--- config.mk ---
export PLATFORM = sky130hd
export DESIGN_NAME = debounced_pio_in
export DESIGN_NICKNAME = d
export VERILOG_FILES = /design/src/rtl/debounced_pio_in.sv
export SDC_FILE = /design/constraint.sdc
export NUM_CORES = 1
export LEC_CHECK = 0
export ABC_CLOCK_PERIOD_IN_PS = 13700
export CELL_PAD_IN_SITES_DETAIL_PLACEMENT = 0
export CELL_PAD_IN_SITES_GLOBAL_PLACEMENT = 2
export CORE_UTILIZATION = 42
export DETAILED_ROUTE_END_ITERATION = 8
export PLACE_DENSITY_LB_ADDON = 0.1
export SYNTH_ARGS = -nofsm -noshare
export SYNTH_HDL_FRONTEND = slang
export SYNTH_SLANG_ARGS = --single-unit
--- constraint.sdc ---
create_clock -name clk -period 13.7 [get_ports clk]
set_input_delay 2.74 -clock clk [delete_from_list [all_inputs] [get_ports clk]]
set_output_delay 2.74 -clock clk [all_outputs]
set_load 0.005 [all_outputs]
--- src/rtl/debounced_pio_in.sv ---
// Avalon-MM input PIO for push-buttons and slide switches.
// Each channel is optionally inverted, passed through a two-flop synchroniser
// and a per-channel debounce counter; qualified edges are latched into a
// write-1-to-clear capture register that drives a maskable level interrupt.
module debounced_pio_in #(
    parameter int unsigned WIDTH           = 10,
    parameter int unsigned DEBOUNCE_CYCLES = 500000,
    parameter logic [2:0]  CTRL_RESET      = 3'b000
) (
    input  logic             clk,
    input  logic             reset,
    input  logic [1:0]       address,
    input  logic             read,
    input  logic             write,
    input  logic [31:0]      writedata,
    output logic [31:0]      readdata,
    output logic             irq,
    input  logic [WIDTH-1:0] pio_in
);

    localparam int unsigned     CW      = $clog2(DEBOUNCE_CYCLES);
    localparam logic [CW-1:0]   CNT_MAX = CW'(DEBOUNCE_CYCLES - 1);

    typedef enum logic [1:0] {
        REG_DATA    = 2'd0,
        REG_IRQMASK = 2'd1,
        REG_EDGECAP = 2'd2,
        REG_CTRL    = 2'd3
    } reg_addr_t;

    typedef enum logic [1:0] {
        EDGE_RISE = 2'b00,
        EDGE_FALL = 2'b01,
        EDGE_BOTH = 2'b10,
        EDGE_NONE = 2'b11
    } edge_mode_t;

    reg_addr_t        addr_sel;
    edge_mode_t       edge_mode;
    logic [2:0]       ctrl;
    logic             inv;
    logic [WIDTH-1:0] sync_in;
    logic [WIDTH-1:0] sync1;
    logic [WIDTH-1:0] sync2;
    logic [WIDTH-1:0] stable;
    logic [WIDTH-1:0] stable_next;
    logic [WIDTH-1:0] rise;
    logic [WIDTH-1:0] fall;
    logic [WIDTH-1:0] edge_set;
    logic [WIDTH-1:0] cap_clr;
    logic [WIDTH-1:0] irqmask;
    logic [WIDTH-1:0] edgecap;
    logic [CW-1:0]    count [WIDTH];
    logic             unused_wdata;

    assign addr_sel     = reg_addr_t'(address);
    assign edge_mode    = edge_mode_t'(ctrl[1:0]);
    assign inv          = ctrl[2];
    assign sync_in      = inv ? ~pio_in : pio_in;
    assign rise         = stable_next & ~stable;
    assign fall         = ~stable_next & stable;
    assign cap_clr      = (write && addr_sel == REG_EDGECAP) ? writedata[WIDTH-1:0] : '0;
    assign irq          = |(edgecap & irqmask);
    assign unused_wdata = ^writedata;

    // Two-flop synchroniser for the raw (possibly inverted) inputs
    always_ff @(posedge clk or posedge reset) begin
        if (reset) begin
            sync1 <= '0;
            sync2 <= '0;
        end else begin
            sync1 <= sync_in;
            sync2 <= sync1;
        end
    end

    // A channel accepts its synchronised value once it has differed from stable for a full count
    always_comb begin
        stable_next = stable;
        for (int unsigned i = 0; i < WIDTH; i++) begin
            if (sync2[i] != stable[i] && count[i] == CNT_MAX) begin
                stable_next[i] = sync2[i];
            end
        end
    end

    // Per-channel debounce counters and debounced state
    always_ff @(posedge clk or posedge reset) begin
        if (reset) begin
            stable <= '0;
            for (int unsigned i = 0; i < WIDTH; i++) begin
                count[i] <= '0;
            end
        end else begin
            stable <= stable_next;
            for (int unsigned i = 0; i < WIDTH; i++) begin
                if (sync2[i] == stable[i] || count[i] == CNT_MAX) begin
                    count[i] <= '0;
                end else begin
                    count[i] <= count[i] + 1'b1;
                end
            end
        end
    end

    // Select which qualified edges are captured
    always_comb begin
        edge_set = '0;
        case (edge_mode)
            EDGE_RISE: edge_set = rise;
            EDGE_FALL: edge_set = fall;
            EDGE_BOTH: edge_set = rise | fall;
            EDGE_NONE: edge_set = '0;
        endcase
    end

    // Control, mask and capture registers; a new edge overrides a same-cycle clear
    always_ff @(posedge clk or posedge reset) begin
        if (reset) begin
            ctrl    <= CTRL_RESET;
            irqmask <= '0;
            edgecap <= '0;
        end else begin
            edgecap <= (edgecap & ~cap_clr) | edge_set;
            if (write && addr_sel == REG_IRQMASK) begin
                irqmask <= writedata[WIDTH-1:0];
            end
            if (write && addr_sel == REG_CTRL) begin
                ctrl <= writedata[2:0];
            end
        end
    end

    // Registered read port; holds its last value when no read is issued
    always_ff @(posedge clk or posedge reset) begin
        if (reset) begin
            readdata <= '0;
        end else if (read) begin
            case (addr_sel)
                REG_DATA:    readdata <= 32'(stable);
                REG_IRQMASK: readdata <= 32'(irqmask);
                REG_EDGECAP: readdata <= 32'(edgecap);
                REG_CTRL:    readdata <= 32'(ctrl);
            endcase
        end
    end

endmodule
==> results of run 1 <==
[cells in the mapped netlist (all sizes together), types with 5 or more instances]
| cell | count | area share, % |
|---|---|---|
| ha | 20 | 1.9 |
| mux2i | 13 | 1.0 |
| o21ai | 24 | 0.93 |
| nor4b | 5 | 0.39 |
| nand2b | 15 | 0.72 |
| xor2 | 41 | 2.8 |
| a21oi | 63 | 2.4 |
| mux2 | 36 | 3.1 |
| nand3 | 68 | 2.7 |
| o41ai | 19 | 2.6 |
| o31ai | 9 | 0.52 |
| nor2 | 193 | 5.6 |
| nor3 | 44 | 1.7 |
| or2 | 19 | 0.92 |
| or3 | 19 | 0.92 |
| or4b | 5 | 0.39 |
| or4 | 21 | 1.4 |
| and3 | 10 | 0.51 |
| and2 | 7 | 0.34 |
| nand2 | 69 | 2.0 |
| inv | 49 | 1.4 |
| nor4 | 42 | 2.2 |
| dfrtp | 253 | 49 |
| buf | 35 | 1.7 |
| clkbuf | 18 | 0.52 |
| nand4 | 50 | 2.6 |
| xnor2 | 112 | 7.6 |
[cells in the final DEF (no fill, tap or decap), drive strengths merged, types with 7 or more instances in the layout]
master         Yosys  routed
o21ai             24      24
clkdlybuf4s50      0      36
o41ai             19      19
mux2              36      36
xnor2            112     112
nand2             69      69
and2               7       7
conb               1      22
xor2              41      41
or4               21      21
a21oi             63      63
nor3              44      44
bufinv             0       7
dfrtp            253     253
or2               19      19
nand4             50      50
and3              10      10
clkbuf            18      39
mux2i             13      13
inv               49      49
ha                20      20
nor4              42      42
nor2             193     193
or3               19      19
nand3             68      68
nand2b            15      15
o31ai              9       9
[worst max-delay path by stage]
stage / startpoint / endpoint / cells past startpoint
2_1_floorplan: reset / count[0] / 1
3_3_place_gp: reset / count[31] / 3
3_5_place_dp: reset / count[31] / 3
4_1_cts: irqmask[8] / irq / 4
5_1_grt: irqmask[8] / irq / 4
6_report: irqmask[8] / irq / 4
[through the flow]
stage          total power, mW  worst slack (ns)
2_1_floorplan             1.01              4.00
3_3_place_gp              1.08              8.70
3_5_place_dp              1.08              8.70
4_1_cts                   1.98              8.83
5_1_grt                   2.03              8.72
6_report                  1.94              8.91
[final cells by class]
cell class | instances | area, um^2 | share of cell area (%)
antenna | 1 | 2.50 | 0.0170
clock buffer | 39 | 836 | 5.67
clock inverter | 15 | 262 | 1.77
inverter | 49 | 191 | 1.30
multi-input combinational | 954 | 6230 | 42.3
sequential | 253 | 6330 | 43.0
tap | 390 | 488 | 3.31
timing repair buffer | 41 | 398 | 2.70
[registers in the layout (all words and copies together) (netlist names)]
register  count
irqmask      10
ctrl          3
count       190
sync2        10
edgecap      10
sync1        10
stable       10
readdata     10
[per-layer routing]
| layer | vias up | wire length (um) | part of all wire, % |
|---|---|---|---|
| met5 | - | 10 | 0.037 |
| met4 | 2 | 421 | 1.5 |
| met3 | 32 | 829 | 3.0 |
| met2 | 106 | 12300 | 45 |
| met1 | 4402 | 13700 | 50 |
| li1 | 4581 | - | - |
[cell families after synthesis]
kind of cell               share of synthesized area, %
AOI/OAI and AO/OA                                  7.07
xor gates and xnor gates                           10.3
adders and majority gates                          1.93
buffers and inverters                              3.69
DFF                                                48.9
muxes                                              4.65
other                                            0.0289
and+or+nand+nor                                    23.4
[where the power goes]
| part | switching (mW) | total (mW) | leakage (nW) | internal [mW] |
|---|---|---|---|---|
| Clock | 0.318 | 0.877 | 0.529 | 0.559 |
| Combinational | 0.109 | 0.190 | 1.88 | 0.0812 |
| Sequential | 0.0686 | 0.876 | 3.42 | 0.807 |
| Total | 0.496 | 1.94 | 5.83 | 1.45 |
==> flow_metrics.env, run 1 <==
export IMPL_cts_setup_buffers=0
export IMPL_insertion_delay_ns=0.55
export IMPL_rsz0062_at_grt="no"
export IMPL_cts_made_buffers=30
export IMPL_cts_sinks=253
export IMPL_critPathCaptureType="output port"
export IMPL_path_cells="a22o_1, a221oi_1, nand4_1, clkdlybuf4s50_1"
export IMPL_initial_core_util_pct=43.1
export IMPL_vias_per_cell=5.24
export IMPL_hold_viol_final=0
export IMPL_antenna_found_initial=2
export IMPL_final_max_slew_viol_count=0
export IMPL_clk_path_buf_depth=3
export IMPL_grt_pass1_vias=8799
export IMPL_rrSetupSlack_ns=10.72
export IMPL_crit_buf_inv=1
export IMPL_routed_wl_um=27200
export IMPL_post_dp_cell_area_um2=13600
export IMPL_ys_async_sr_fraction_pct=100
export IMPL_fin_tns_setup_ns=0
export IMPL_whs_path_depth=0
export IMPL_grt_busiest_layer="met2"
export IMPL_finClkSkew_ns=0.0158
export IMPL_setup_viol=0
export IMPL_ctsResizeCount=0
export IMPL_cts_hold_buf=0
export IMPL_seq_area_frac_synth_pct=48.9
export IMPL_drive_gt1_share_pct=10.1
export IMPL_hold_ws_ns=0.343
export IMPL_grtUsageMet2_pct=28.0
export IMPL_rr_endpoint="edgecap[6]"
export IMPL_dp_hpwl_um=17900
export IMPL_vias=9123
export IMPL_grt_max_degree=114
export IMPL_finalNetCount=1397
export IMPL_syn_to_final_growth_pct=13.7
export IMPL_die_w_um=178
export IMPL_die_h_um=178
export IMPL_min_to="sync2[8]"
export IMPL_outcome="finished, final reports clean"
export IMPL_synth_edff_count=0
export IMPL_powerDensity_nw_per_um2=132
export IMPL_relSlewSlack_pct=30.3
export IMPL_wl_per_cell_um=15.6
export IMPL_htreeDepth=1
export IMPL_reg2reg_depth=9
export IMPL_ys_ff_latch=253
export IMPL_met1_usage_pct=26.3
export IMPL_crit_required_ns=10.96
export IMPL_period_minus_slack_ns=4.79
export IMPL_fin_area_um2=14700
export IMPL_crit_family="buffers and inverters"
export IMPL_ioPinCount=81
export IMPL_utilization_pct=49.1
export IMPL_synth_ff_type="dfrtp_1"
export IMPL_p_leak_nw=5.83
export IMPL_met3_usage_pct=2.55
export IMPL_dp_cells=1687
export IMPL_drt_iter0_markers=453
export IMPL_syn_inst=1288
export IMPL_syn_area_per_cell_um2=10.1
export IMPL_slowest_delay_ns=0.53
export IMPL_finalCritPeriodShare_pct=35.0
export IMPL_track_usage_pct=17.9
export IMPL_hp_start="sync1[8]"
export IMPL_grt_remaining_overflow=0
export IMPL_critical_path_class="flop to output port"
export IMPL_cts_root_buf="clkbuf_16"
export IMPL_die_area_um2=31600
export IMPL_cp_arrival_ns=2.05
export IMPL_clkSlewWorstSetupHoldPaths_ns=0.06
export IMPL_cp_max_fo=3
export IMPL_fin_cells=1742
export IMPL_syn_cell_area_um2=13000
export IMPL_grt_pass1_wl_um=46000
export IMPL_hold_class="flop to flop"
export IMPL_cts_tree="built"
export IMPL_gp_congestion=0.756
export IMPL_synth_distinct_cells=52
export IMPL_fillers=2811
export IMPL_remaining_drc_errors=0
export IMPL_detail_route_first_pass_iterations=5
export IMPL_worstSetupStartpointType="flop"
export IMPL_r2r_start="count[57]"
export IMPL_fmax_mhz=209
export IMPL_port_buffers=36
export IMPL_cp_slowest_cell="clkdlybuf4s50_1"
export IMPL_ir_drop_mv=0.105
export IMPL_tightest_slew_ns=1.04
export IMPL_drtAntennaViolNets=0
export IMPL_placementRows=63
export IMPL_drv_cap=0
export IMPL_synth_warnings=0
export IMPL_core_area_um2=30000
(Power assumes the default switching activity.)
==> inputs of run 2 (changes only) <==
--- a/config.mk
+++ b/config.mk
@@ -5,10 +5,10 @@
 export SDC_FILE = /design/constraint.sdc
 export NUM_CORES = 1
 export LEC_CHECK = 0
-export ABC_CLOCK_PERIOD_IN_PS = 13700
+export ABC_CLOCK_PERIOD_IN_PS = 4350
 export CELL_PAD_IN_SITES_DETAIL_PLACEMENT = 0
 export CELL_PAD_IN_SITES_GLOBAL_PLACEMENT = 2
-export CORE_UTILIZATION = 42
+export CORE_UTILIZATION = 35
 export DETAILED_ROUTE_END_ITERATION = 8
 export PLACE_DENSITY_LB_ADDON = 0.1
 export SYNTH_ARGS = -nofsm -noshare
==> constraint.sdc (replaced) <==
create_clock -name clk -period 4.35 [get_ports clk]
set_input_delay 0.87 -clock clk [delete_from_list [all_inputs] [get_ports clk]]
set_output_delay 0.87 -clock clk [all_outputs]
set_load 0.005 [all_outputs]
==> flow_metrics.env, run 2 (synthesized netlist as in run 1, its figures left out) <==
export IMPL_grt_pass1_vias=9222
export IMPL_layout_commonest_cell="dfrtp_1"
export IMPL_rr_endpoint="edgecap[6]"
export IMPL_cts_hold_buf=0
export IMPL_cts_setup_buffers=0
export IMPL_vias=9185
export IMPL_hold_viol_final=0
export IMPL_vias_per_cell=5.03
export IMPL_cp_max_fo=3
export IMPL_finalNetCount=1404
export IMPL_setup_viol=0
export IMPL_core_area_um2=36500
export IMPL_post_dp_cell_area_um2=13800
export IMPL_hold_class="flop to flop"
export IMPL_whs_path_depth=0
export IMPL_initial_core_util_pct=35.5
export IMPL_finalPower_mw=5.84
export IMPL_htreeDepth=1
export IMPL_drive_gt1_share_pct=10.5
export IMPL_die_h_um=194
export IMPL_gp_congestion=0.743
export IMPL_detail_route_first_pass_iterations=4
export IMPL_ir_drop_mv=0.305
export IMPL_power_share_clock_pct=42.4
export IMPL_crit_buf_inv=1
export IMPL_dp_hpwl_um=19100
export IMPL_grt_pass1_wl_um=49500
export IMPL_worstSetupStartpointType="flop"
export IMPL_relSlewSlack_pct=27.9
export IMPL_min_to="sync2[4]"
export IMPL_tightest_slew_ns=1.08
export IMPL_finClkSkew_ns=0.0262
export IMPL_m1WireLength_um=14200
export IMPL_outcome="finished, final reports clean"
export IMPL_die_area_um2=37800
export IMPL_highest_layer="met5"
export IMPL_cts_sinks=253
export IMPL_clk_path_buf_depth=3
export IMPL_critPathCaptureType="output port"
export IMPL_ctsResizeCount=0
export IMPL_final_cell_mix="dfrtp_1, nor2_1, xnor2_1"
export IMPL_period_minus_slack_ns=2.99
export IMPL_cts_made_buffers=31
export IMPL_wl_per_cell_um=15.8
export IMPL_cts_tree="built"
export IMPL_fin_area_um2=14800
export IMPL_critical_path_class="flop to output port"
export IMPL_placementRows=70
export IMPL_track_usage_pct=15.9
export IMPL_remaining_drc_errors=0
export IMPL_fin_tns_setup_ns=0
export IMPL_reg2reg_depth=9
export IMPL_drv_cap=0
export IMPL_cp_arrival_ns=2.12
export IMPL_antenna_cells=0
export IMPL_slowest_delay_ns=0.52
export IMPL_routed_wl_um=28800
export IMPL_fillers=3635
export IMPL_largest_reg_flops=190
export IMPL_fmax_mhz=334
export IMPL_grt_max_degree=83
export IMPL_power_share_sequential_pct=47.2
export IMPL_r2r_start="count[57]"
export IMPL_path_cells="a22o_1, a221oi_1, nand4_1, clkdlybuf4s50_1"
export IMPL_p_sw_mw=1.59
export IMPL_rsz0062_at_grt="no"
export IMPL_crit_required_ns=3.48
export IMPL_cp_slowest_cell="clkdlybuf4s50_1"
export IMPL_die_w_um=194
export IMPL_antenna_found_initial=4
export IMPL_top_register="count"
export IMPL_grt_remaining_overflow=0
export IMPL_finalCritPeriodShare_pct=68.8
export IMPL_drt_iter0_markers=419
export IMPL_hp_start="sync1[4]"
export IMPL_cts_root_buf="clkbuf_16"
export IMPL_p_leak_nw=5.81
export IMPL_comb_power_share_pct=10.4
export IMPL_powerDensity_nw_per_um2=395
export IMPL_insertion_delay_ns=0.58
export IMPL_clkSlewWorstSetupHoldPaths_ns=0.06
export IMPL_port_buffers=36
export IMPL_ioPinCount=81
export IMPL_p_sw_share_pct=27.2
export IMPL_met2WireLength_um=12900
export IMPL_rrSetupSlack_ns=1.39
export IMPL_crit_family="buffers and inverters"
export IMPL_dr_wl_met3_um=1050
export IMPL_drtAntennaViolNets=0
export IMPL_syn_to_final_growth_pct=14.0
export IMPL_final_max_slew_viol_count=0
export IMPL_p_int_mw=4.25
==> run 2: cell types whose count changed in the layout (fill, tap and decap cells not counted), sizes merged <==
| cell | change |
|---|---|
| clkinv | +2 |
| bufinv | -6 |
| clkinvlp | +1 |
| clkbuf | +4 |
| diode | -1 |
| buf | +6 |
==> run 2: cell type report <==
cell class                      instances  area [um^2]  area share (%)
Clock inverter                         12         96.3           0.652
Timing Repair Buffer                   47          468            3.17
Sequential cell                       253         6330            42.9
Tap cell                              468          586            3.97
Clock buffer                           43          871            5.90
Inverter                               49          188            1.27
Multi-Input combinational cell        954         6230            42.2
==> run 2: worst max path at each step <==
stage	slack (ns)	start	depth (start not counted)	end
after global placement	1.38	count[57]	9	edgecap[6]
after global routing	1.19	count[57]	9	edgecap[6]
after CTS	1.26	irqmask[8]	4	irq
final	1.36	irqmask[8]	4	irq
after floorplan	0.15	reset	1	count[0]
after detailed placement	1.39	count[114]	9	edgecap[3]
==> run 2: through the flow <==
step                hold WS [ns]  worst slack [ns]  std cells  util, %
finish                     0.329              1.36       1826     40.4
global route               0.340              1.19       1826     40.4
CTS                        0.325              1.26       1826     40.4
detailed placement         0.335              1.39       1771     37.8
global placement           0.332              1.38       1771     37.8
floorplan                  0.331             0.150       1309        -
==> run 2: power groups by stage <==
stage	clock [mW]	sequential, mW	combinational, mW
final	2.48	2.76	0.606
after global routing	2.67	2.79	0.696
after CTS	2.58	2.76	0.630
after detailed placement	0	2.80	0.624
after global placement	0	2.80	0.625
after floorplan	0	2.72	0.466
==> run 2: routing by layer <==
layer | up-vias | global-route usage, %
li1 | 4593 | -
met1 | 4432 | 22.3
met2 | 104 | 25.0
met3 | 48 | 2.98
met4 | 8 | 4.64
met5 | - | 0
==> inputs of run 3 (changes only) <==
--- a/config.mk
+++ b/config.mk
@@ -5,10 +5,10 @@
 export SDC_FILE = /design/constraint.sdc
 export NUM_CORES = 1
 export LEC_CHECK = 0
-export ABC_CLOCK_PERIOD_IN_PS = 4350
+export ABC_CLOCK_PERIOD_IN_PS = 3000
 export CELL_PAD_IN_SITES_DETAIL_PLACEMENT = 0
 export CELL_PAD_IN_SITES_GLOBAL_PLACEMENT = 2
-export CORE_UTILIZATION = 35
+export CORE_UTILIZATION = 39
 export DETAILED_ROUTE_END_ITERATION = 8
 export PLACE_DENSITY_LB_ADDON = 0.1
 export SYNTH_ARGS = -nofsm -noshare
==> constraint.sdc (replaced) <==
create_clock -name clk -period 3 [get_ports clk]
set_input_delay 0.6 -clock clk [delete_from_list [all_inputs] [get_ports clk]]
set_output_delay 0.6 -clock clk [all_outputs]
set_load 0.005 [all_outputs]
==> flow_metrics.env, run 3 (synthesized netlist as in run 1, its figures left out) <==
export IMPL_outcome="finished, final reports clean"
export IMPL_hold_ws_ns=0.345
export IMPL_relSlewSlack_pct=49.1
export IMPL_worstSetupStartpointType="flop"
export IMPL_rsz0062_at_grt="no"
export IMPL_worst_path_most_repeated_cell="a21oi_1"
export IMPL_final_cell_mix="dfrtp_1, nor2_1, xnor2_1"
export IMPL_initial_core_util_pct=39.7
export IMPL_finalCritPeriodShare_pct=90.2
export IMPL_htreeDepth=1
export IMPL_grt_pass1_vias=9030
export IMPL_wl_per_cell_um=15.3
export IMPL_vias_per_cell=5.10
export IMPL_setup_viol=0
export IMPL_powerDensity_nw_per_um2=559
export IMPL_finClkSkew_ns=0.00668
export IMPL_hold_class="flop to flop"
export IMPL_cts_setup_buffers=0
export IMPL_cp_arrival_ns=3.12
export IMPL_largest_reg_flops=190
export IMPL_clkSlewWorstSetupHoldPaths_ns=0.06
export IMPL_die_w_um=184
export IMPL_drtAntennaViolNets=0
export IMPL_cts_made_buffers=31
export IMPL_grt_max_degree=107
export IMPL_top_register="count"
export IMPL_fin_tns_setup_ns=0
export IMPL_vias=9262
export IMPL_hold_viol_final=0
export IMPL_placementRows=66
export IMPL_final_max_slew_viol_count=0
export IMPL_path_cells="nor4_2, nand4_2, or4_4, mux2_1, ha_1, nand2b_1, a21oi_1, a21oi_1, o41ai_2"
export IMPL_track_usage_pct=17.1
export IMPL_drive_gt1_share_pct=11.3
export IMPL_r2r_start="count[163]"
export IMPL_finalNetCount=1426
export IMPL_crit_start="count[163]"
export IMPL_crit_required_ns=3.41
export IMPL_rrSetupSlack_ns=0.30
export IMPL_ir_drop_mv=0.403
export IMPL_layout_commonest_cell="dfrtp_1"
export IMPL_p_leak_nw=5.89
export IMPL_whs_path_depth=0
export IMPL_routed_wl_um=27800
export IMPL_drv_cap=0
export IMPL_finalPower_mw=8.30
export IMPL_cp_max_fo=6
export IMPL_cts_root_buf="clkbuf_16"
export IMPL_cts_tree="built"
export IMPL_tightest_slew_ns=0.764
export IMPL_grt_remaining_overflow=0
export IMPL_remaining_drc_errors=0
export IMPL_rr_endpoint="edgecap[1]"
export IMPL_syn_to_final_growth_pct=14.6
export IMPL_dp_hpwl_um=18800
export IMPL_cts_hold_buf=0
export IMPL_cp_slowest_cell="or4_4"
export IMPL_detail_route_first_pass_iterations=4
export IMPL_drt_iter0_markers=478
export IMPL_clk_path_buf_depth=3
export IMPL_slowest_delay_ns=0.61
export IMPL_ctsResizeCount=0
export IMPL_die_h_um=184
export IMPL_antenna_found_initial=2
export IMPL_insertion_delay_ns=0.54
export IMPL_hp_start="sync1[7]"
export IMPL_cts_sinks=253
export IMPL_gp_congestion=0.763
export IMPL_reg2reg_depth=9
export IMPL_fmax_mhz=370
export IMPL_grt_pass1_wl_um=46900
export IMPL_critPathCaptureType="flop"
export IMPL_port_buffers=36
export IMPL_min_to="sync2[7]"
export IMPL_die_area_um2=34000
export IMPL_period_minus_slack_ns=2.70
export IMPL_ioPinCount=81
export IMPL_antenna_cells=0
export IMPL_core_area_um2=32600
export IMPL_critical_path_class="flop to flop"
==> run 3: cell count changes in the layout (fill, tap and decap cells not counted), sizes merged <==
cell	before	now
buf	11	33
clkinv	7	2
clkbuf	43	46
clkinvlp	4	1
bufinv	1	0
inv	49	48
==> run 3: worst max-delay path by stage <==
stage	to
after global routing	edgecap[1]
after CTS	irq
final	edgecap[1]
after detailed placement	edgecap[1]
after global placement	edgecap[1]
after floorplan	count[0]
==> run 3: cell type report <==
type,count,area (um^2)
Timing Repair Buffer,69,646
Clock inverter,2,10.0
Sequential cell,253,6330
Fill cell,3152,17800
Inverter,49,188
Multi-Input combinational cell,954,6230
Clock buffer,46,892
Tap cell,442,553
==> run 3: worst max-delay path, delay by kind of cell, from the launching register on <==
kind / cells / cell delay, ns
flip-flops: 1 / 0.45
AO/OA/AOI/OAI: 3 / 0.32
multiplexers: 1 / 0.33
adder cells (fa/ha/maj): 1 / 0.27
AND/OR/NAND/NOR: 4 / 1.20
==> run 3: power by group <==
group | internal, mW | switching [mW] | leakage, nW
registers | 3.69 | 0.283 | 3.42
clock network | 2.01 | 1.37 | 0.444
logic | 0.411 | 0.540 | 2.03
==> run 3: metal layers <==
layer  GRT usage (%)  vias to the layer above  share of wire (%)
met5               0                        -              0.097
met4            4.60                        4                2.1
met3            2.75                       46                3.4
met2            27.0                      112                 45
met1            24.2                     4472                 49
li1                -                     4628                  -
==> run 3: metrics by stage <==
step | std cells | setup WS [ns] | util, % | instance area (um^2)
2_1_floorplan | 1309 | -0.930 | - | 13000
3_3_place_gp | 1767 | 0.319 | 42.8 | 13900
3_5_place_dp | 1767 | 0.295 | 42.8 | 13900
4_1_cts | 1815 | 0.257 | 45.5 | 14800
5_1_grt | 1815 | 0.148 | 45.5 | 14800
6_report | 1815 | 0.295 | 45.5 | 14800
